`config.mk`:
```
export PLATFORM = sky130hd
export DESIGN_NAME = ex_stage
export DESIGN_NICKNAME = d
export VERILOG_FILES = /design/src/rtl/pipeline_pkg.sv /design/src/rtl/ex_stage_alu.sv /design/src/rtl/ex_stage.sv
export SDC_FILE = /design/constraint.sdc
export NUM_CORES = 1
export LEC_CHECK = 0
export CORE_ASPECT_RATIO = 1.4
export CORE_MARGIN = 2
export CORE_UTILIZATION = 30
export CTS_CLUSTER_SIZE = 25
export DETAILED_ROUTE_END_ITERATION = 10
export PLACE_DENSITY = 0.51
export SYNTH_ARGS = -nofsm -noshare
export SYNTH_HDL_FRONTEND = slang
export SYNTH_SLANG_ARGS = --single-unit
```
`constraint.sdc`:
```
create_clock -name clk -period 7.5 [get_ports clk]
set_input_delay 2.25 -clock clk [delete_from_list [all_inputs] [get_ports clk]]
set_output_delay 2.25 -clock clk [all_outputs]
set_load 0.02 [all_outputs]
```
`src/rtl/pipeline_pkg.sv`:
```
// Shared LA32R pipeline definitions: bus widths, bus field offsets and ALU op indices.
package pipeline_pkg;

    localparam int DS2ES_W     = 148;
    localparam int ES2MS_W     = 71;
    localparam int ES_RF_ZIP_W = 39;

    localparam int ALU_OP_W    = 12;
    localparam int REG_ADDR_W  = 5;
    localparam int XLEN        = 32;

    // decode -> execute bus field offsets
    localparam int DS_ALU_OP_LSB   = 136;
    localparam int DS_RES_FROM_MEM = 135;
    localparam int DS_SRC1_LSB     = 103;
    localparam int DS_SRC2_LSB     = 71;
    localparam int DS_MEM_WE       = 70;
    localparam int DS_RF_WE        = 69;
    localparam int DS_WADDR_LSB    = 64;
    localparam int DS_RKD_LSB      = 32;
    localparam int DS_PC_LSB       = 0;

    // execute -> memory bus field offsets
    localparam int ES_RES_FROM_MEM = 70;
    localparam int ES_RF_WE        = 69;
    localparam int ES_WADDR_LSB    = 64;
    localparam int ES_RESULT_LSB   = 32;
    localparam int ES_PC_LSB       = 0;

    // one-hot ALU op bit positions
    localparam int ALU_ADD  = 0;
    localparam int ALU_SUB  = 1;
    localparam int ALU_SLT  = 2;
    localparam int ALU_SLTU = 3;
    localparam int ALU_AND  = 4;
    localparam int ALU_NOR  = 5;
    localparam int ALU_OR   = 6;
    localparam int ALU_XOR  = 7;
    localparam int ALU_SLL  = 8;
    localparam int ALU_SRL  = 9;
    localparam int ALU_SRA  = 10;
    localparam int ALU_LUI  = 11;

    function automatic logic [XLEN-1:0] sel_mask(input logic en);
        sel_mask = {XLEN{en}};
    endfunction

endpackage

```
`src/rtl/ex_stage_alu.sv`:
```
// Combinational 12-op one-hot ALU for the execute stage.
module alu
    import pipeline_pkg::*;
(
    input  logic [ALU_OP_W-1:0] alu_op,
    input  logic [XLEN-1:0]     alu_src1,
    input  logic [XLEN-1:0]     alu_src2,
    output logic [XLEN-1:0]     alu_result
);

    logic [XLEN-1:0] add_res;
    logic [XLEN-1:0] sub_res;
    logic [XLEN-1:0] slt_res;
    logic [XLEN-1:0] sltu_res;
    logic [XLEN-1:0] and_res;
    logic [XLEN-1:0] nor_res;
    logic [XLEN-1:0] or_res;
    logic [XLEN-1:0] xor_res;
    logic [XLEN-1:0] sll_res;
    logic [XLEN-1:0] srl_res;
    logic [XLEN-1:0] sra_res;
    logic [XLEN-1:0] lui_res;
    logic [4:0]      shamt;

    assign shamt    = alu_src2[4:0];
    assign add_res  = alu_src1 + alu_src2;
    assign sub_res  = alu_src1 - alu_src2;
    assign slt_res  = {{(XLEN-1){1'b0}}, ($signed(alu_src1) < $signed(alu_src2))};
    assign sltu_res = {{(XLEN-1){1'b0}}, (alu_src1 < alu_src2)};
    assign and_res  = alu_src1 & alu_src2;
    assign nor_res  = ~(alu_src1 | alu_src2);
    assign or_res   = alu_src1 | alu_src2;
    assign xor_res  = alu_src1 ^ alu_src2;
    assign sll_res  = alu_src1 << shamt;
    assign srl_res  = alu_src1 >> shamt;
    assign sra_res  = $unsigned($signed(alu_src1) >>> shamt);
    assign lui_res  = alu_src2;

    // AND-OR mux: an all-zero op vector naturally yields zero
    always_comb begin
        alu_result = '0;
        alu_result = alu_result | (sel_mask(alu_op[ALU_ADD])  & add_res);
        alu_result = alu_result | (sel_mask(alu_op[ALU_SUB])  & sub_res);
        alu_result = alu_result | (sel_mask(alu_op[ALU_SLT])  & slt_res);
        alu_result = alu_result | (sel_mask(alu_op[ALU_SLTU]) & sltu_res);
        alu_result = alu_result | (sel_mask(alu_op[ALU_AND])  & and_res);
        alu_result = alu_result | (sel_mask(alu_op[ALU_NOR])  & nor_res);
        alu_result = alu_result | (sel_mask(alu_op[ALU_OR])   & or_res);
        alu_result = alu_result | (sel_mask(alu_op[ALU_XOR])  & xor_res);
        alu_result = alu_result | (sel_mask(alu_op[ALU_SLL])  & sll_res);
        alu_result = alu_result | (sel_mask(alu_op[ALU_SRL])  & srl_res);
        alu_result = alu_result | (sel_mask(alu_op[ALU_SRA])  & sra_res);
        alu_result = alu_result | (sel_mask(alu_op[ALU_LUI])  & lui_res);
    end

endmodule

```
`src/rtl/ex_stage.sv`:
```
// LA32R execute stage: latches the decode bus, runs the ALU and issues data-SRAM requests.
// Optional build macro ES_ALIGN_CHECK_EN suppresses misaligned ld.w/st.w requests and raises es_ale.
module ex_stage
    import pipeline_pkg::*;
(
    input  logic                   clk,
    input  logic                   resetn,
    input  logic                   ds_to_es_valid,
    output logic                   es_allowin,
    input  logic [DS2ES_W-1:0]     ds_to_es_bus,
    input  logic                   ms_allowin,
    output logic                   es_to_ms_valid,
    output logic [ES2MS_W-1:0]     es_to_ms_bus,
    output logic [ES_RF_ZIP_W-1:0] es_rf_zip,
    output logic                   data_sram_en,
    output logic [3:0]             data_sram_we,
    output logic [XLEN-1:0]        data_sram_addr,
    output logic [XLEN-1:0]        data_sram_wdata,
    output logic                   es_ale
);

    logic                  es_valid;
    logic                  es_ready_go;
    logic [DS2ES_W-1:0]    ds_to_es_bus_r;

    logic [ALU_OP_W-1:0]   es_alu_op;
    logic                  es_res_from_mem;
    logic [XLEN-1:0]       es_alu_src1;
    logic [XLEN-1:0]       es_alu_src2;
    logic                  es_mem_we;
    logic                  es_rf_we;
    logic [REG_ADDR_W-1:0] es_rf_waddr;
    logic [XLEN-1:0]       es_rkd_value;
    logic [XLEN-1:0]       es_pc;
    logic [XLEN-1:0]       es_alu_result;

    logic                  mem_access;
    logic                  req_ok;

    assign es_ready_go    = 1'b1;
    assign es_allowin     = ~es_valid | (es_ready_go & ms_allowin);
    assign es_to_ms_valid = es_valid & es_ready_go;

    always_ff @(posedge clk or negedge resetn) begin
        if (!resetn) begin
            es_valid <= 1'b0;
        end else if (es_allowin) begin
            es_valid <= ds_to_es_valid;
        end
    end

    always_ff @(posedge clk or negedge resetn) begin
        if (!resetn) begin
            ds_to_es_bus_r <= '0;
        end else if (ds_to_es_valid && es_allowin) begin
            ds_to_es_bus_r <= ds_to_es_bus;
        end
    end

    assign es_alu_op       = ds_to_es_bus_r[DS_ALU_OP_LSB +: ALU_OP_W];
    assign es_res_from_mem = ds_to_es_bus_r[DS_RES_FROM_MEM];
    assign es_alu_src1     = ds_to_es_bus_r[DS_SRC1_LSB +: XLEN];
    assign es_alu_src2     = ds_to_es_bus_r[DS_SRC2_LSB +: XLEN];
    assign es_mem_we       = ds_to_es_bus_r[DS_MEM_WE];
    assign es_rf_we        = ds_to_es_bus_r[DS_RF_WE];
    assign es_rf_waddr     = ds_to_es_bus_r[DS_WADDR_LSB +: REG_ADDR_W];
    assign es_rkd_value    = ds_to_es_bus_r[DS_RKD_LSB +: XLEN];
    assign es_pc           = ds_to_es_bus_r[DS_PC_LSB +: XLEN];

    alu u_alu (
        .alu_op     (es_alu_op),
        .alu_src1   (es_alu_src1),
        .alu_src2   (es_alu_src2),
        .alu_result (es_alu_result)
    );

    assign es_to_ms_bus = {es_res_from_mem, es_rf_we, es_rf_waddr, es_alu_result, es_pc};

    // Write-enable is qualified so stale register contents never look like a pending write
    assign es_rf_zip = {es_res_from_mem, es_rf_we & es_valid, es_rf_waddr, es_alu_result};

    assign mem_access = es_res_from_mem | es_mem_we;

`ifdef ES_ALIGN_CHECK_EN
    assign es_ale = es_valid & mem_access & (es_alu_result[1:0] != 2'b00);
    assign req_ok = ~es_ale;
`else
    assign es_ale = 1'b0;
    assign req_ok = 1'b1;
`endif

    // Request fires only on the handoff cycle, so a stalled instruction issues exactly once
    assign data_sram_en    = es_valid & mem_access & ms_allowin & req_ok;
    assign data_sram_we    = {4{es_valid & es_mem_we & ms_allowin & req_ok}};
    assign data_sram_addr  = es_alu_result;
    assign data_sram_wdata = es_rkd_value;

endmodule
```
---- Yosys cells after proc, flatten, opt, wreduce, memory -nomap -nowiden ----
Index checks and enable logic that the tools add are counted.
word-level totals
  bits in registers ....................... 149
  latch bits .............................. 0
  memory bits (writable) .................. 0
  memories ................................ 0
  bits in read-only memories .............. 0
  logic and storage cells ................. 45
  input port bits ......................... 152
  output and inout bits ................... 182
cells by class
  equal/unequal tests ..................... 0
  mux-type cells .......................... 0
  div/mod/pow operators ................... 0
  bitwise gates (word level) .............. 35
  reductions and logical operators ........ 1
  shift-type cells ........................ 3
  $mul .................................... 0
  order comparisons ....................... 2
  $add $sub $neg .......................... 2
operators with widths
  operator                      count
  OR 32 bit                     12
  AND 32 bit                    11
  AND 32 x 1 -> 32 bit          2
  less-than comparator 32 bit   2
  adder 32 bit                  1
  NOT 32 bit                    1
  left shift 32 x 5 -> 32 bit   1
  >> shifter 32 x 5 -> 32 bit   1
  >>> shifter 32 x 5 -> 32 bit  1
  subtractor 32 bit             1
  bitwise XOR 32 bit            1
  AND 1 bit                     5
  OR 1 bit                      2
  logical AND 1 bit             1
  NOT 1 bit                     1

---- Depth between registers and ports, before layout ----
  depth in word-level cells ............... 13
  mapped depth ............................ 15
  mapped depth without buffers ............ 12

---- Cells and area by module ----
Synthesis repeated with hierarchy kept, for this count alone.
unflattened totals
  cell total of the unflattened synthesis .. 1780
  area total of the unflattened synthesis .. 16263.1 µm²
by module, submodules not included
  module    area each (µm²)  instances  cells each  seq. area each (µm²)
  alu       9176.3           1          1315        0.0
  ex_stage  7086.8           1          465         3728.6

---- Worst setup path before layout ----
Ideal clock, no wire load.
  kind .................................... register -> output
  start point ............................. register ds_to_es_bus_r[73]
  end point ............................... output port es_rf_zip[28]
  arrival time ............................ 4.047 ns
  slack ................................... 1.203 ns
  stages on the path, launching flop included .. 16
  buffers on the path ..................... 5
  required time ........................... 5.250 ns
  cell sequence ........................... dfrtp_1 buf_2 inv_1 buf_2 buf_1 buf_2 ha_1 a211oi_1 o21ai_1 o2111ai_1 a2111oi_2 o31ai_2 nor2_1 o311a_1 o21ai_0 buf_4
on the way
  cells in the longest elaborated chain, start to end .. 13
  elaborated cells between the ends (all ways) .. 21
  classes of those cells .................. add/sub: 2; shift: 3; bitwise: 16
RTL lines
  item                                               RTL line                                RTL
  from (decl)                                        ex_stage.sv:24                          logic [DS2ES_W-1:0] ds_to_es_bus_r;
  from (signal assigned)                             ex_stage.sv:56                          ds_to_es_bus_r <= ds_to_es_bus;
  adder 32 bit or subtractor 32 bit (tied branches)  ex_stage_alu.sv:26, ex_stage_alu.sv:27
  AND 32 bit, on equally long branches               ex_stage_alu.sv:42, ex_stage_alu.sv:43
  OR 32 bit                                          ex_stage_alu.sv:43                      alu_result = alu_result | (sel_mask(alu_op[ALU_SUB]) & sub_res);
  OR 32 bit                                          ex_stage_alu.sv:44                      alu_result = alu_result | (sel_mask(alu_op[ALU_SLT]) & slt_res);
  OR 32 bit                                          ex_stage_alu.sv:45                      alu_result = alu_result | (sel_mask(alu_op[ALU_SLTU]) & sltu_res);
  OR 32 bit                                          ex_stage_alu.sv:46                      alu_result = alu_result | (sel_mask(alu_op[ALU_AND]) & and_res);
  OR 32 bit                                          ex_stage_alu.sv:47                      alu_result = alu_result | (sel_mask(alu_op[ALU_NOR]) & nor_res);
  OR 32 bit                                          ex_stage_alu.sv:48                      alu_result = alu_result | (sel_mask(alu_op[ALU_OR]) & or_res);
  OR 32 bit                                          ex_stage_alu.sv:49                      alu_result = alu_result | (sel_mask(alu_op[ALU_XOR]) & xor_res);
  OR 32 bit                                          ex_stage_alu.sv:50                      alu_result = alu_result | (sel_mask(alu_op[ALU_SLL]) & sll_res);
  OR 32 bit                                          ex_stage_alu.sv:51                      alu_result = alu_result | (sel_mask(alu_op[ALU_SRL]) & srl_res);
  OR 32 bit (*)                                      ex_stage_alu.sv:52                      alu_result = alu_result | (sel_mask(alu_op[ALU_SRA]) & sra_res);
  OR 32 bit (*)                                      ex_stage_alu.sv:53                      alu_result = alu_result | (sel_mask(alu_op[ALU_LUI]) & lui_res);
  to (decl)                                          ex_stage.sv:14                          output logic [ES_RF_ZIP_W-1:0] es_rf_zip,
Every way passes the cells marked *; elsewhere a longest branch is shown, timed or not.

---- Final worst setup path ----
  start point ............................. register ds_to_es_bus_r[71]
  end point ............................... output port es_to_ms_bus[62]
on the way
  cells in the longest elaborated chain, start to end .. 13
  elaborated cells between the ends (all ways) .. 21
  classes of those cells .................. add/sub: 2; shift: 3; bitwise: 16
RTL lines
  item                                               RTL line                                RTL
  adder 32 bit or subtractor 32 bit (tied branches)  ex_stage_alu.sv:26, ex_stage_alu.sv:27
  AND 32 bit, on equally long branches               ex_stage_alu.sv:42, ex_stage_alu.sv:43
  OR 32 bit                                          ex_stage_alu.sv:43
  OR 32 bit                                          ex_stage_alu.sv:44
  OR 32 bit                                          ex_stage_alu.sv:45
  OR 32 bit                                          ex_stage_alu.sv:46
  OR 32 bit                                          ex_stage_alu.sv:47
  OR 32 bit                                          ex_stage_alu.sv:48
  OR 32 bit                                          ex_stage_alu.sv:49
  OR 32 bit                                          ex_stage_alu.sv:50
  OR 32 bit                                          ex_stage_alu.sv:51
  OR 32 bit (*)                                      ex_stage_alu.sv:52
  OR 32 bit (*)                                      ex_stage_alu.sv:53
  to (decl)                                          ex_stage.sv:13                          output logic [ES2MS_W-1:0] es_to_ms_bus,
Marked as above.

==> flow_metrics.tcl <==
set metrics [dict create \
    fin_nets 2194 \
    final_layout_size_suffix_gt1_share_pct 16.26 \
    drt-initial-drc-count 1536 \
    tightest_slew_ns 0.9285 \
    synth_area_leaders "dfrtp_1, mux2_2, ha_1" \
    die_w_microns 198.2 \
    syn2layout_area_growth_pct 23.13 \
    clock_latency_ns 0.46 \
    grt_usage_pct 25.21 \
    antenna_found_initial 1 \
    numPortBuffers 332 \
    fp.dieH_microns 275.9 \
    n_fill_cell 5384 \
    clock_path_buffers 2 \
    fin_crit_ns 7.400 \
    yosys_most_used_dff "dfrtp_1" \
    synth-seq-cells 149 \
    synth-edff-count 0 \
    cts.reportedPaths.clkPinSlew_ns 0.08 \
    finalWorstSetupSlack_ns 0.09963 \
    grt_pass1_vias 15266 \
    finalSetupViolCount 0 \
    fin_crit_sh_pct 98.67 \
    syn_avg_cell_area_sq_um 8.767 \
    gp_congestion 1.004 \
    comb_power_share_pct 61.8 \
    start_util_pct 30.38 \
    drc 0 \
    final_common_cell "clkdlybuf4s50_1" \
    post-place-ws_ns 0.6888 \
    io_pins 334 \
    crit_type "reg -> out" \
    slew_headroom_pct 37.87 \
    antenna_left 0 \
    finalWirelength_microns 69930 \
    max_clock_freq_ghz 0.1351 \
    crit_start "ds_to_es_bus_r[71]" \
    crit_end "es_to_ms_bus[62]" \
    grt_pass1_wl_microns 101500 \
    wire_per_inst_microns 26.26 \
    reg2regPathDepth 4 \
    p_sw_share_pct 48.20 \
    maxSlewViolCount 0 \
    clock-sinks 149 \
    grt_start_max_net_pins 85 \
    num_vias 15199 \
    critPathLaunchType "flop" \
    peakVddDrop_v 0.0001675 \
    end_kind "output port" \
    netlist_instances 1807 \
    setup_tns_ns 0 \
    skew_ns 0.01389 \
    die_area_sq_um 54690 \
    internal-power_uw 2727 \
    num_rows 99 \
    seq_area_frac_synth_pct 23.54 \
    via_per_inst 5.707 \
    worst_ep_arrival_time_ns 5.15 \
    status "complete, no violations" \
    antenna_cells 0 \
    hold_violations 0 \
    p_per_area_nw_per_um2 269.9 \
    crit_fanout 84 \
    syn-num-nets 2058 \
    htreeDepth 4 \
    clkPwrFrac_pct 18.1 \
    seqPwrFrac_pct 20.1 \
    dpl.hpwl_microns 54240 \
    core_sq_um 52150 \
    ff2ff_setup_slack_ns 4.96 \
    timing.rr.end "ds_to_es_bus_r[143]" \
    grt_overflow_total 0 \
    final_cell_mix "clkdlybuf4s50_1, mux2_2, dfrtp_1" \
    synth_area_leader_cell "dfrtp_1" \
    cts_root_buf "clkbuf_16" \
    first_pass_iters 6 \
    r2r_start "es_to_ms_valid" \
    cts-buffers-inserted 17 \
    hold_buffers 0 \
    hp-start "ds_to_es_bus_r[43]" \
    hp-class "reg -> reg" \
    p_leak_uw 0.008035 \
    cts_tree "done" \
    yosys_warnings 0 \
    yosysUniqueCellTypes 80 \
    drv_cap 0 \
    rsz0062_at_grt "no" \
    synth_top_area_share_pct 23.54 \
    syn_area_sq_um 15840 \
    switchingPower_uw 2537 \
    async_reset_ff_share_pct 100.0 \
    worstPathRequired_ns 5.25 \
]
[kinds of logic after synthesis]
group | Yosys count | share of synthesized area, %
other | 1 | 0.02367
DFF | 149 | 23.54
adders and majority gates | 99 | 7.914
muxes | 290 | 22.46
xor gates and xnor gates | 27 | 1.493
AOI/OAI and AO/OA | 464 | 20.24
and+or+nand+nor | 398 | 11.54
buffers and inverters | 379 | 12.80
[routing by layer]
layer  wire, microns  track usage, %  vias to the layer above
li1                -               -                     6754
met1           27530           30.24                     7538
met2           33480           42.51                      756
met3            4813           4.835                      151
met4            4106           13.79                        0
met5               0               0                        -
[power by group through the flow]
stage          Combinational (uW)  Sequential, uW  Clock [uW]
6_report                     3250            1060         951
5_1_grt                      3450            1080        1010
4_1_cts                      3210            1060         984
3_5_place_dp                 3200            1070           0
3_3_place_gp                 3200            1070           0
2_1_floorplan                2150            1030           0
[cell type report]
class | instances | area [sq um] | area share, %
repair buffers | 391 | 3780 | 19.38
well taps | 707 | 884.6 | 4.535
clock buffers | 18 | 439.2 | 2.251
clock inverters | 14 | 180.2 | 0.9237
inverters | 105 | 394.1 | 2.021
multi-input cells | 1279 | 10090 | 51.74
flip-flops and latches | 149 | 3735 | 19.15
[metrics by stage]
stage	std cells	utilization, %	area (sq um)	hold WS (ns)	power (uW)
5_1_grt	2663	37.40	19510	0.5141	5528
2_1_floorplan	1807	-	15840	0.4803	3173
3_3_place_gp	2631	36.22	18890	0.4870	4271
6_report	2663	37.40	19510	0.5065	5264
3_5_place_dp	2631	36.22	18890	0.4911	4271
4_1_cts	2663	37.40	19510	0.5096	5256
[worst min-delay path by stage]
stage               cells after the start  slack, ns                  end
floorplan                               1       0.48  ds_to_es_bus_r[139]
global placement                        1       0.49    ds_to_es_bus_r[8]
detailed placement                      1       0.49   ds_to_es_bus_r[39]
CTS                                     1       0.51   ds_to_es_bus_r[32]
global route                            1       0.51   ds_to_es_bus_r[32]
finish                                  1       0.51   ds_to_es_bus_r[43]
[worst max-delay path, cell delays in order, from the launching register on]
cell,delay (ns)
dfrtp_4,0.47
buf_12,0.39
inv_1,0.33
ha_1,0.38
o21ai_0,0.56
mux2i_1,0.39
o211ai_1,0.67
o211ai_1,0.23
or4_1,0.60
clkdlybuf4s50_1,0.57
[synth_stat cells, types with 11 or more instances]
cell type    n
nor2b_1     15
buf_1       22
a31oi_1     16
nor3_1      21
o22ai_1     11
dfrtp_1    149
nand4_1     14
mux2i_1     84
buf_4      148
o21ai_0     68
inv_1      102
nand3_1     43
o211ai_1    32
ha_1        97
nand2_1    108
nor2_1     135
nand2b_1    12
o31ai_1     13
mux2_2     173
a211oi_1    16
a21oi_1    135
a21o_1      18
mux4_2      26
buf_2       18
a222oi_1    28
xnor2_1     22
nor4_1      12
a221oi_1    21
clkbuf_1    83
[flip-flops by register name, summed over array words and instances (netlist names)]
name / flops
ds_to_es_bus_r: 148
es_to_ms_valid: 1
[what timing repair did]
item / 4_1_cts / 5_1_grt
setup endpoints to repair: 0 / 1
buffers inserted: 0 / 0
resized for setup: 0 / 0
(Power assumes the default switching activity.)
